==> src/rtl/wb_commit_unit_if.sv <==
// rtl/wb_commit_unit_if.sv - MEM/WB bundle input and register-file write-port bus
interface wb_commit_unit_if #(
  parameter int LANES    = 2,
  parameter int D_WIDTH  = 32,
  parameter int RA_WIDTH = 4,
  parameter int WPORTS   = 1
);
  logic [LANES-1:0]          i_valid;
  logic [LANES-1:0]          i_RegWrite;
  logic [LANES-1:0]          i_MemtoReg;
  logic [LANES-1:0]          i_PCSrc;
  logic [LANES*D_WIDTH-1:0]  i_ReadData;
  logic [LANES*D_WIDTH-1:0]  i_ALUOut;
  logic [LANES*RA_WIDTH-1:0] i_WA;
  logic                      i_flush;
  logic                      o_ready;
  logic [WPORTS-1:0]         o_we;
  logic [WPORTS*RA_WIDTH-1:0] o_wa;
  logic [WPORTS*D_WIDTH-1:0] o_wd;
  logic                      o_PCSrc;
  logic                      o_busy;

  modport master (
    output i_valid, i_RegWrite, i_MemtoReg, i_PCSrc, i_ReadData, i_ALUOut, i_WA, i_flush,
    input  o_ready, o_we, o_wa, o_wd, o_PCSrc, o_busy
  );

  modport slave (
    input  i_valid, i_RegWrite, i_MemtoReg, i_PCSrc, i_ReadData, i_ALUOut, i_WA, i_flush,
    output o_ready, o_we, o_wa, o_wd, o_PCSrc, o_busy
  );
endinterface

==> src/rtl/wb_commit_unit.sv <==
// rtl/wb_commit_unit.sv - N-wide write-back/commit stage with squash and multi-cycle drain
module wb_commit_unit #(
  parameter int LANES    = 2,
  parameter int D_WIDTH  = 32,
  parameter int RA_WIDTH = 4,
  parameter int WPORTS   = 1
) (
  input logic            clk,
  input logic            rst_n,
  wb_commit_unit_if.slave bus
);
  typedef enum logic {IDLE, DRAIN} state_t;

  state_t                r_state;
  logic [LANES-1:0]      r_live;
  logic                  r_pc;
  logic [D_WIDTH-1:0]    r_res [LANES];
  logic [RA_WIDTH-1:0]   r_wa  [LANES];

  logic [LANES-1:0]      w_pre;
  logic [LANES-1:0]      w_live;
  logic                  w_branch;
  logic [D_WIDTH-1:0]    w_res [LANES];
  logic [RA_WIDTH-1:0]   w_in_wa [LANES];
  logic [LANES-1:0]      w_retire;
  logic [WPORTS-1:0]     w_we;
  logic [WPORTS*RA_WIDTH-1:0] w_wa;
  logic [WPORTS*D_WIDTH-1:0]  w_wd;
  int                    w_pending;
  logic                  w_ready;
  logic                  w_accept;

  // Per-lane result mux and live mask: lanes after the oldest redirect die, then older WAW losers die
  always_comb begin
    w_pre    = '0;
    w_live   = '0;
    w_branch = 1'b0;
    for (int k = 0; k < LANES; k++) begin
      w_res[k]   = bus.i_MemtoReg[k] ? bus.i_ReadData[k*D_WIDTH +: D_WIDTH]
                                     : bus.i_ALUOut[k*D_WIDTH +: D_WIDTH];
      w_in_wa[k] = bus.i_WA[k*RA_WIDTH +: RA_WIDTH];
      w_pre[k]   = bus.i_valid[k] & bus.i_RegWrite[k] & ~w_branch;
      if (bus.i_valid[k] & bus.i_PCSrc[k]) w_branch = 1'b1;
    end
    for (int k = 0; k < LANES; k++) begin
      w_live[k] = w_pre[k];
      for (int m = k + 1; m < LANES; m++) begin
        if (w_pre[m] && (w_in_wa[m] == w_in_wa[k])) w_live[k] = 1'b0;
      end
    end
  end

  // Map the oldest pending writes onto ports 0..WPORTS-1 in lane order and count what is left
  always_comb begin
    w_we      = '0;
    w_wa      = '0;
    w_wd      = '0;
    w_retire  = '0;
    w_pending = 0;
    for (int k = 0; k < LANES; k++) begin
      if (r_live[k]) begin
        for (int p = 0; p < WPORTS; p++) begin
          if (w_pending == p) begin
            w_we[p]                      = 1'b1;
            w_wa[p*RA_WIDTH +: RA_WIDTH] = r_wa[k];
            w_wd[p*D_WIDTH +: D_WIDTH]   = r_res[k];
            w_retire[k]                  = 1'b1;
          end
        end
        w_pending = w_pending + 1;
      end
    end
  end

  // Ready when the buffer will be empty after this edge, so the next bundle loads without a bubble
  assign w_ready  = (r_state == IDLE) || (w_pending <= WPORTS);
  assign w_accept = (|bus.i_valid) & w_ready & ~bus.i_flush;

  // Holding-buffer FSM: load on accept, retire presented writes each DRAIN cycle, flush empties
  always_ff @(posedge clk or negedge rst_n) begin
    if (!rst_n) begin
      r_state <= IDLE;
      r_live  <= '0;
      r_pc    <= 1'b0;
      for (int k = 0; k < LANES; k++) begin
        r_res[k] <= '0;
        r_wa[k]  <= '0;
      end
    end else if (bus.i_flush) begin
      r_state <= IDLE;
      r_live  <= '0;
      r_pc    <= 1'b0;
    end else if (w_accept) begin
      r_live  <= w_live;
      r_pc    <= w_branch;
      r_state <= ((|w_live) || w_branch) ? DRAIN : IDLE;
      for (int k = 0; k < LANES; k++) begin
        r_res[k] <= w_res[k];
        r_wa[k]  <= w_in_wa[k];
      end
    end else begin
      r_live  <= r_live & ~w_retire;
      r_pc    <= 1'b0;
      r_state <= (|(r_live & ~w_retire)) ? DRAIN : IDLE;
    end
  end

  assign bus.o_ready = w_ready;
  assign bus.o_we    = w_we;
  assign bus.o_wa    = w_wa;
  assign bus.o_wd    = w_wd;
  assign bus.o_PCSrc = r_pc;
  assign bus.o_busy  = (r_state == DRAIN);
endmodule
==> src/flat_wrapper.sv <==
// flat-port wrapper written by rule: the top's interface ports become plain ports
module wb_commit_unit_flat 
#(
  parameter int LANES    = 2,
  parameter int D_WIDTH  = 32,
  parameter int RA_WIDTH = 4,
  parameter int WPORTS   = 1
)
  (clk, rst_n, bus_i_valid, bus_i_RegWrite, bus_i_MemtoReg, bus_i_PCSrc, bus_i_ReadData, bus_i_ALUOut, bus_i_WA, bus_i_flush, bus_o_ready, bus_o_we, bus_o_wa, bus_o_wd, bus_o_PCSrc, bus_o_busy);
  wb_commit_unit_if #(.LANES(LANES), .D_WIDTH(D_WIDTH), .RA_WIDTH(RA_WIDTH), .WPORTS(WPORTS)) bus_i ();
  input logic clk;
  input logic rst_n;
  input wire logic [$bits(bus_i.i_valid)-1:0] bus_i_valid;
  input wire logic [$bits(bus_i.i_RegWrite)-1:0] bus_i_RegWrite;
  input wire logic [$bits(bus_i.i_MemtoReg)-1:0] bus_i_MemtoReg;
  input wire logic [$bits(bus_i.i_PCSrc)-1:0] bus_i_PCSrc;
  input wire logic [$bits(bus_i.i_ReadData)-1:0] bus_i_ReadData;
  input wire logic [$bits(bus_i.i_ALUOut)-1:0] bus_i_ALUOut;
  input wire logic [$bits(bus_i.i_WA)-1:0] bus_i_WA;
  input wire logic [$bits(bus_i.i_flush)-1:0] bus_i_flush;
  output wire logic [$bits(bus_i.o_ready)-1:0] bus_o_ready;
  output wire logic [$bits(bus_i.o_we)-1:0] bus_o_we;
  output wire logic [$bits(bus_i.o_wa)-1:0] bus_o_wa;
  output wire logic [$bits(bus_i.o_wd)-1:0] bus_o_wd;
  output wire logic [$bits(bus_i.o_PCSrc)-1:0] bus_o_PCSrc;
  output wire logic [$bits(bus_i.o_busy)-1:0] bus_o_busy;
  assign bus_i.i_valid = bus_i_valid;
  assign bus_i.i_RegWrite = bus_i_RegWrite;
  assign bus_i.i_MemtoReg = bus_i_MemtoReg;
  assign bus_i.i_PCSrc = bus_i_PCSrc;
  assign bus_i.i_ReadData = bus_i_ReadData;
  assign bus_i.i_ALUOut = bus_i_ALUOut;
  assign bus_i.i_WA = bus_i_WA;
  assign bus_i.i_flush = bus_i_flush;
  assign bus_o_ready = bus_i.o_ready;
  assign bus_o_we = bus_i.o_we;
  assign bus_o_wa = bus_i.o_wa;
  assign bus_o_wd = bus_i.o_wd;
  assign bus_o_PCSrc = bus_i.o_PCSrc;
  assign bus_o_busy = bus_i.o_busy;
  wb_commit_unit #(.LANES(LANES), .D_WIDTH(D_WIDTH), .RA_WIDTH(RA_WIDTH), .WPORTS(WPORTS)) u_core (.clk(clk), .rst_n(rst_n), .bus(bus_i));
endmodule
==> config.mk <==
export PLATFORM = sky130hd
export DESIGN_NAME = wb_commit_unit_flat
export DESIGN_NICKNAME = d
export VERILOG_FILES = /design/src/rtl/wb_commit_unit_if.sv /design/src/rtl/wb_commit_unit.sv /design/src/flat_wrapper.sv
export SDC_FILE = /design/constraint.sdc
export NUM_CORES = 1
export LEC_CHECK = 0
export CAP_MARGIN = 20
export CORE_MARGIN = 5
export CORE_UTILIZATION = 35
export CTS_CLUSTER_DIAMETER = 100
export DETAILED_ROUTE_END_ITERATION = 8
export GPL_TIMING_DRIVEN = 0
export PLACE_DENSITY = 0.69
export SLEW_MARGIN = 40
export SYNTH_ARGS = -nofsm -noshare
export SYNTH_HDL_FRONTEND = slang
export SYNTH_SLANG_ARGS = --single-unit
==> constraint.sdc <==
create_clock -name clk -period 1.7 [get_ports clk]
set_input_delay 0.34 -clock clk [delete_from_list [all_inputs] [get_ports clk]]
set_output_delay 0.34 -clock clk [all_outputs]
set_load 0.02 [all_outputs]
# Word-level counts from Yosys, hierarchy flattened
# Cells that the tools add are included.
# totals
register_bits	76
in_bits	147
out_inout_bits	40
elab_cells	56
# classes
add_sub_neg	1
magnitude_cmp	1
eq_ne	1
mux	26
bitwise_logic	12
n_reduce_logical	8
# ops
operator	count
$mux W32	6
$le A32 B2 Y1 const B	1
$logic_not A32 Y1	1
$mux W1	15
$mux W4	3
$and A1 B1 Y1	7
$reduce_or A2 Y1	3
$eq A4 B4 Y1	1
$mux W2	2
$not A1 Y1	3
$add A1 B1 Y2 const B	1
$and A2 B2 Y2	1
$logic_or A1 B1 Y1	2
$not A2 Y2	1
$reduce_and A2 Y1	1
$logic_and A1 B1 Y1	1

# Depth between registers and ports, before layout
# logic_depth
word_depth	11
depth_mapped	5
mapped_depth_nobuf	3

# Worst setup path before layout
# OpenSTA, ideal clock, no wires.
# synth_timing
path_type	reg2out
start	reg u_core.r_live[0]
end	out bus_o_wd[10]
arrival_ns	1.323
required_ns	1.360
slack_ns	0.037
stages_incl_launch_ff	5
n_path_buf	2
cell_sequence	dfrtp_1 nor2b_1 clkbuf_1 clkbuf_1 a22o_1
# synth_via
elab_chain_cells	4
word_cells_on_any_way	5
cone_classes	mux (4); reduce/logical (1)
# synth_rtl
element	line_no	text
start, declared	wb_commit_unit.sv:15	logic [LANES-1:0] r_live;
start signal, assigned	wb_commit_unit.sv:94	r_live <= w_live;
start signal, assigned	wb_commit_unit.sv:102	r_live <= r_live & ~w_retire;
$mux W1	wb_commit_unit.sv:61	if (r_live[k]) begin
$logic_not A32 Y1	wb_commit_unit.sv:63	if (w_pending == p) begin
$mux W32	wb_commit_unit.sv:63	
$mux W32 *	wb_commit_unit.sv:61	
end, declared	flat_wrapper.sv:24	output wire logic [$bits(bus_i.o_wd)-1:0] bus_o_wd;
# Mark *: on every way between the ends. The rest lies on a longest branch, timed or not.

# Worst setup path in the final report
# layout_timing
start	reg u_core.r_live[1]
end	out bus_o_wd[30]
# layout_via
elab_chain_cells	1
# layout_rtl
element	line_no
$mux W32	wb_commit_unit.sv:61
# No other way between the ends.

==> metrics <==
outcome=complete, but fails checks; violated checks=negative setup slack; initial antenna violation count=0; placed cell area=approximately 6000 um^2; CP peak stage delay=approximately 0.40 ns; crit path max fanout=10; vias per cell=between 4 and 5; Max Slew Vio Count=0; clock network power share=between 30% and 40%; Synth Register Bits=76; # diodes=0; Post-synth EDFFs=0; CTS Buf Count=9; fin nets=approximately 650; Ports=around 190; Final Skew=around 0.0064 ns; switching power share of the total=about a quarter; Avg Cell Area, Syn=between 10 and 15 um^2; number of H-tree levels=3; Yosys Warn Count=0; RR Startpoint=u_core.r_live[1]; leading cell type in the layout, fill and taps excluded=clkdlybuf4s50_1; final WL=~12000 um; Clk pin slew, worst setup/hold paths=about 0.060 ns; Setup Crit Path Kind=reg2out; Worst EP required=1.36 ns; DRT Pass-1 Iters=4; gpl congestion=0.783; RSZ-0062 raised after global routing=true; CP Capture Point=bus_o_wd[30]; Synth cell types=21; hold slack final=about 0.47 ns; fraction of layout cells with a size suffix above 1=between 40% and 50%; cell taking the most area after synthesis=dfrtp_1; worst hold path type=in2async; power per cell area=approximately 870 nW/um^2; register area share after synthesis=between 40% and 50%; Int Power=4.71 mW; part of the cycle the worst path needs=110%; row cnt=39; Final min period=approximately 1.9 ns; VDD IR-drop max=490 uV; Gate power share=27.5%; drt drc=0; Die X=about 120 um; Vias=between 3000 and 4000; Arrival @ worst endpoint=about 1.5 ns; first-pass GRT wire length=roughly 18000 um; cell area after layout=7080 um^2; final hold violations=0; initial core utilization=a little over a third; R2R Setup Slk=0 ns; crit path from=u_core.r_live[1]; Final setup viols=36; RR Endpoint=u_core.r_wa[7]; Worst slew margin=~55%; crit path launch type=flop; slowest CP cell=dfrtp_1; slew at the pin closest to its max-slew limit=around 0.67 ns; Mapped Nets=439; DIE AREA=13700 um^2; top cell type's share of synthesized area=between 40% and 50%; async set or reset register ratio after synthesis=100%; clk_lat worst skew=between 0.3 and 0.4 ns; TritonCTS clock tree=done; top cells by area, synth=dfrtp_1, mux2_2, a22o_1; setup slack after layout=-0.166 ns; Net Sw Power=1.46 mW; DP Wirelength=8930 um; Area growth syn-to-layout=76.1%; crit-path cells=nor2b_4, buf_8, clkbuf_16, a22o_1, buf_6; Fmax=approximately 540 MHz; All-Layer GR Usage=about 17%; initial DRC count=between 40 and 50; CTS Buffer Depth=2; Sink Count=76; Setup crit end kind=output port; sequential power share=approximately 36%; Synth Cell Area=between 4000 and 5000 um^2; final antenna-violating net count=0; wire length per cell=between 15 and 20 um; Root Buffer=clkbuf_16; Overflow after GRT=0; Die Ht=approximately 120 um; r2r worst-path depth=6; pin count of the biggest net entering global routing=40; most frequent cells in the layout=clkdlybuf4s50_1, mux2_2, dfrtp_1, buf_6, mux2_4; Cells after Synth=292; TNS Setup=-4.25 ns; max-capacitance violation count=0; fill count=~930; P_leak=a little over 3 nW; number of port buffers=about 180; vias in the first global route=around 3500; Synth Flop Type=dfrtp_1; CORE AREA=roughly 11000 um^2
-- power by group through the flow --
| stage | sequential (mW) | combinational, mW | clock, mW |
|---|---|---|---|
| after floorplan | 2.22 | 0.703 | 0 |
| after global placement | 2.25 | 1.37 | 0 |
| after detailed placement | 2.26 | 1.39 | 0 |
| after CTS | 2.23 | 1.53 | 2.26 |
| after global routing | 2.27 | 1.80 | 2.34 |
| final | 2.24 | 1.69 | 2.23 |
-- per-stage QoR --
| step | setup slack, ns | power [mW] | util, % | std cells |
|---|---|---|---|---|
| finish | -0.166 | 6.17 | 62.5 | 654 |
| global route | -0.216 | 6.41 | 62.5 | 654 |
| CTS | -0.163 | 6.02 | 59.6 | 647 |
| detailed placement | -0.929 | 3.65 | 53.5 | 620 |
| global placement | -2.31 | 3.61 | 53.3 | 619 |
| floorplan | 0.0366 | 2.92 | - | 292 |
-- critical path, delay by kind of cell, from the launching register on --
kind                   cells  cell delay [ns]
AND/OR/NAND/NOR            1             0.15
buffers and inverters      3             0.43
AO/OA/AOI/OAI              1             0.22
flip-flops                 1             0.40
-- worst min path at each step --
stage,startpoint,to,slack (ns),cells past startpoint
after floorplan,rst_n,u_core.bus.o_PCSrc,0.04,0
after global placement,u_core.r_res[17],u_core.r_res[17],0.47,1
after detailed placement,rst_n,u_core.r_res[47],0.26,1
after CTS,bus_i_valid[0],u_core.r_live[0],0.46,2
after global routing,bus_i_valid[0],u_core.r_live[0],0.48,2
final,rst_n,u_core.r_res[47],0.47,2
-- repair_timing --
| action | CTS | global route |
|---|---|---|
| hold buffers | 1 | 0 |
| pin swaps | 19 | 17 |
| endpoints found under the setup margin | 115 | 110 |
| endpoints found under the hold margin | 37 | 0 |
| gates resized for setup | 271 | 63 |
| buffers inserted | 8 | 3 |
| gates cloned | 2 | 4 |
-- cell type report --
type / count / area [um^2] / area share, %
timing repair buffer: 203 / 2170 / 30.7
tap: 143 / 179 / 2.53
sequential: 76 / 1900 / 26.9
clock buffer: 12 / 256 / 3.62
buffer: 24 / 312 / 4.40
clock inverter: 4 / 95.1 / 1.34
multi-input combinational: 192 / 2160 / 30.5
-- metal layers --
metal  up-vias  routed length, um  track usage [%]
li1       1525                  -                -
met1      1607               5120             19.7
met2       123               5990             29.5
met3        13               1140             5.66
met4         0                156             5.28
met5         -                  0                0
-- kinds of logic (layout without fill, tap and decap cells) --
logic type / Yosys count / count (layout) / synth area share, %
AOI/OAI and AO/OA: 44 / 44 / 9.53
buffers and inverters: 24 / 243 / 3.18
muxes: 136 / 136 / 38.1
DFF: 76 / 76 / 47.3
xor gates and xnor gates: 4 / 4 / 0.872
and+or+nand+nor: 8 / 8 / 0.997
-- synth_stat cells (2+ instances only) --
master,instances
mux2_2,114
dfrtp_1,76
a22o_1,36
mux2_1,22
clkbuf_1,16
buf_6,4
xnor2_1,4
buf_2,3
a211oi_1,2
nand2_1,2
nand3_1,2
o21ai_0,2
-- sequential cells by signal, indices dropped and copies added, names as in the netlist --
| name | count |
|---|---|
| u_core.r_wa | 8 |
| u_core.bus.o_busy | 1 |
| u_core.bus.o_PCSrc | 1 |
| u_core.r_res | 64 |
| u_core.r_live | 2 |
(Power assumes the default switching activity.)
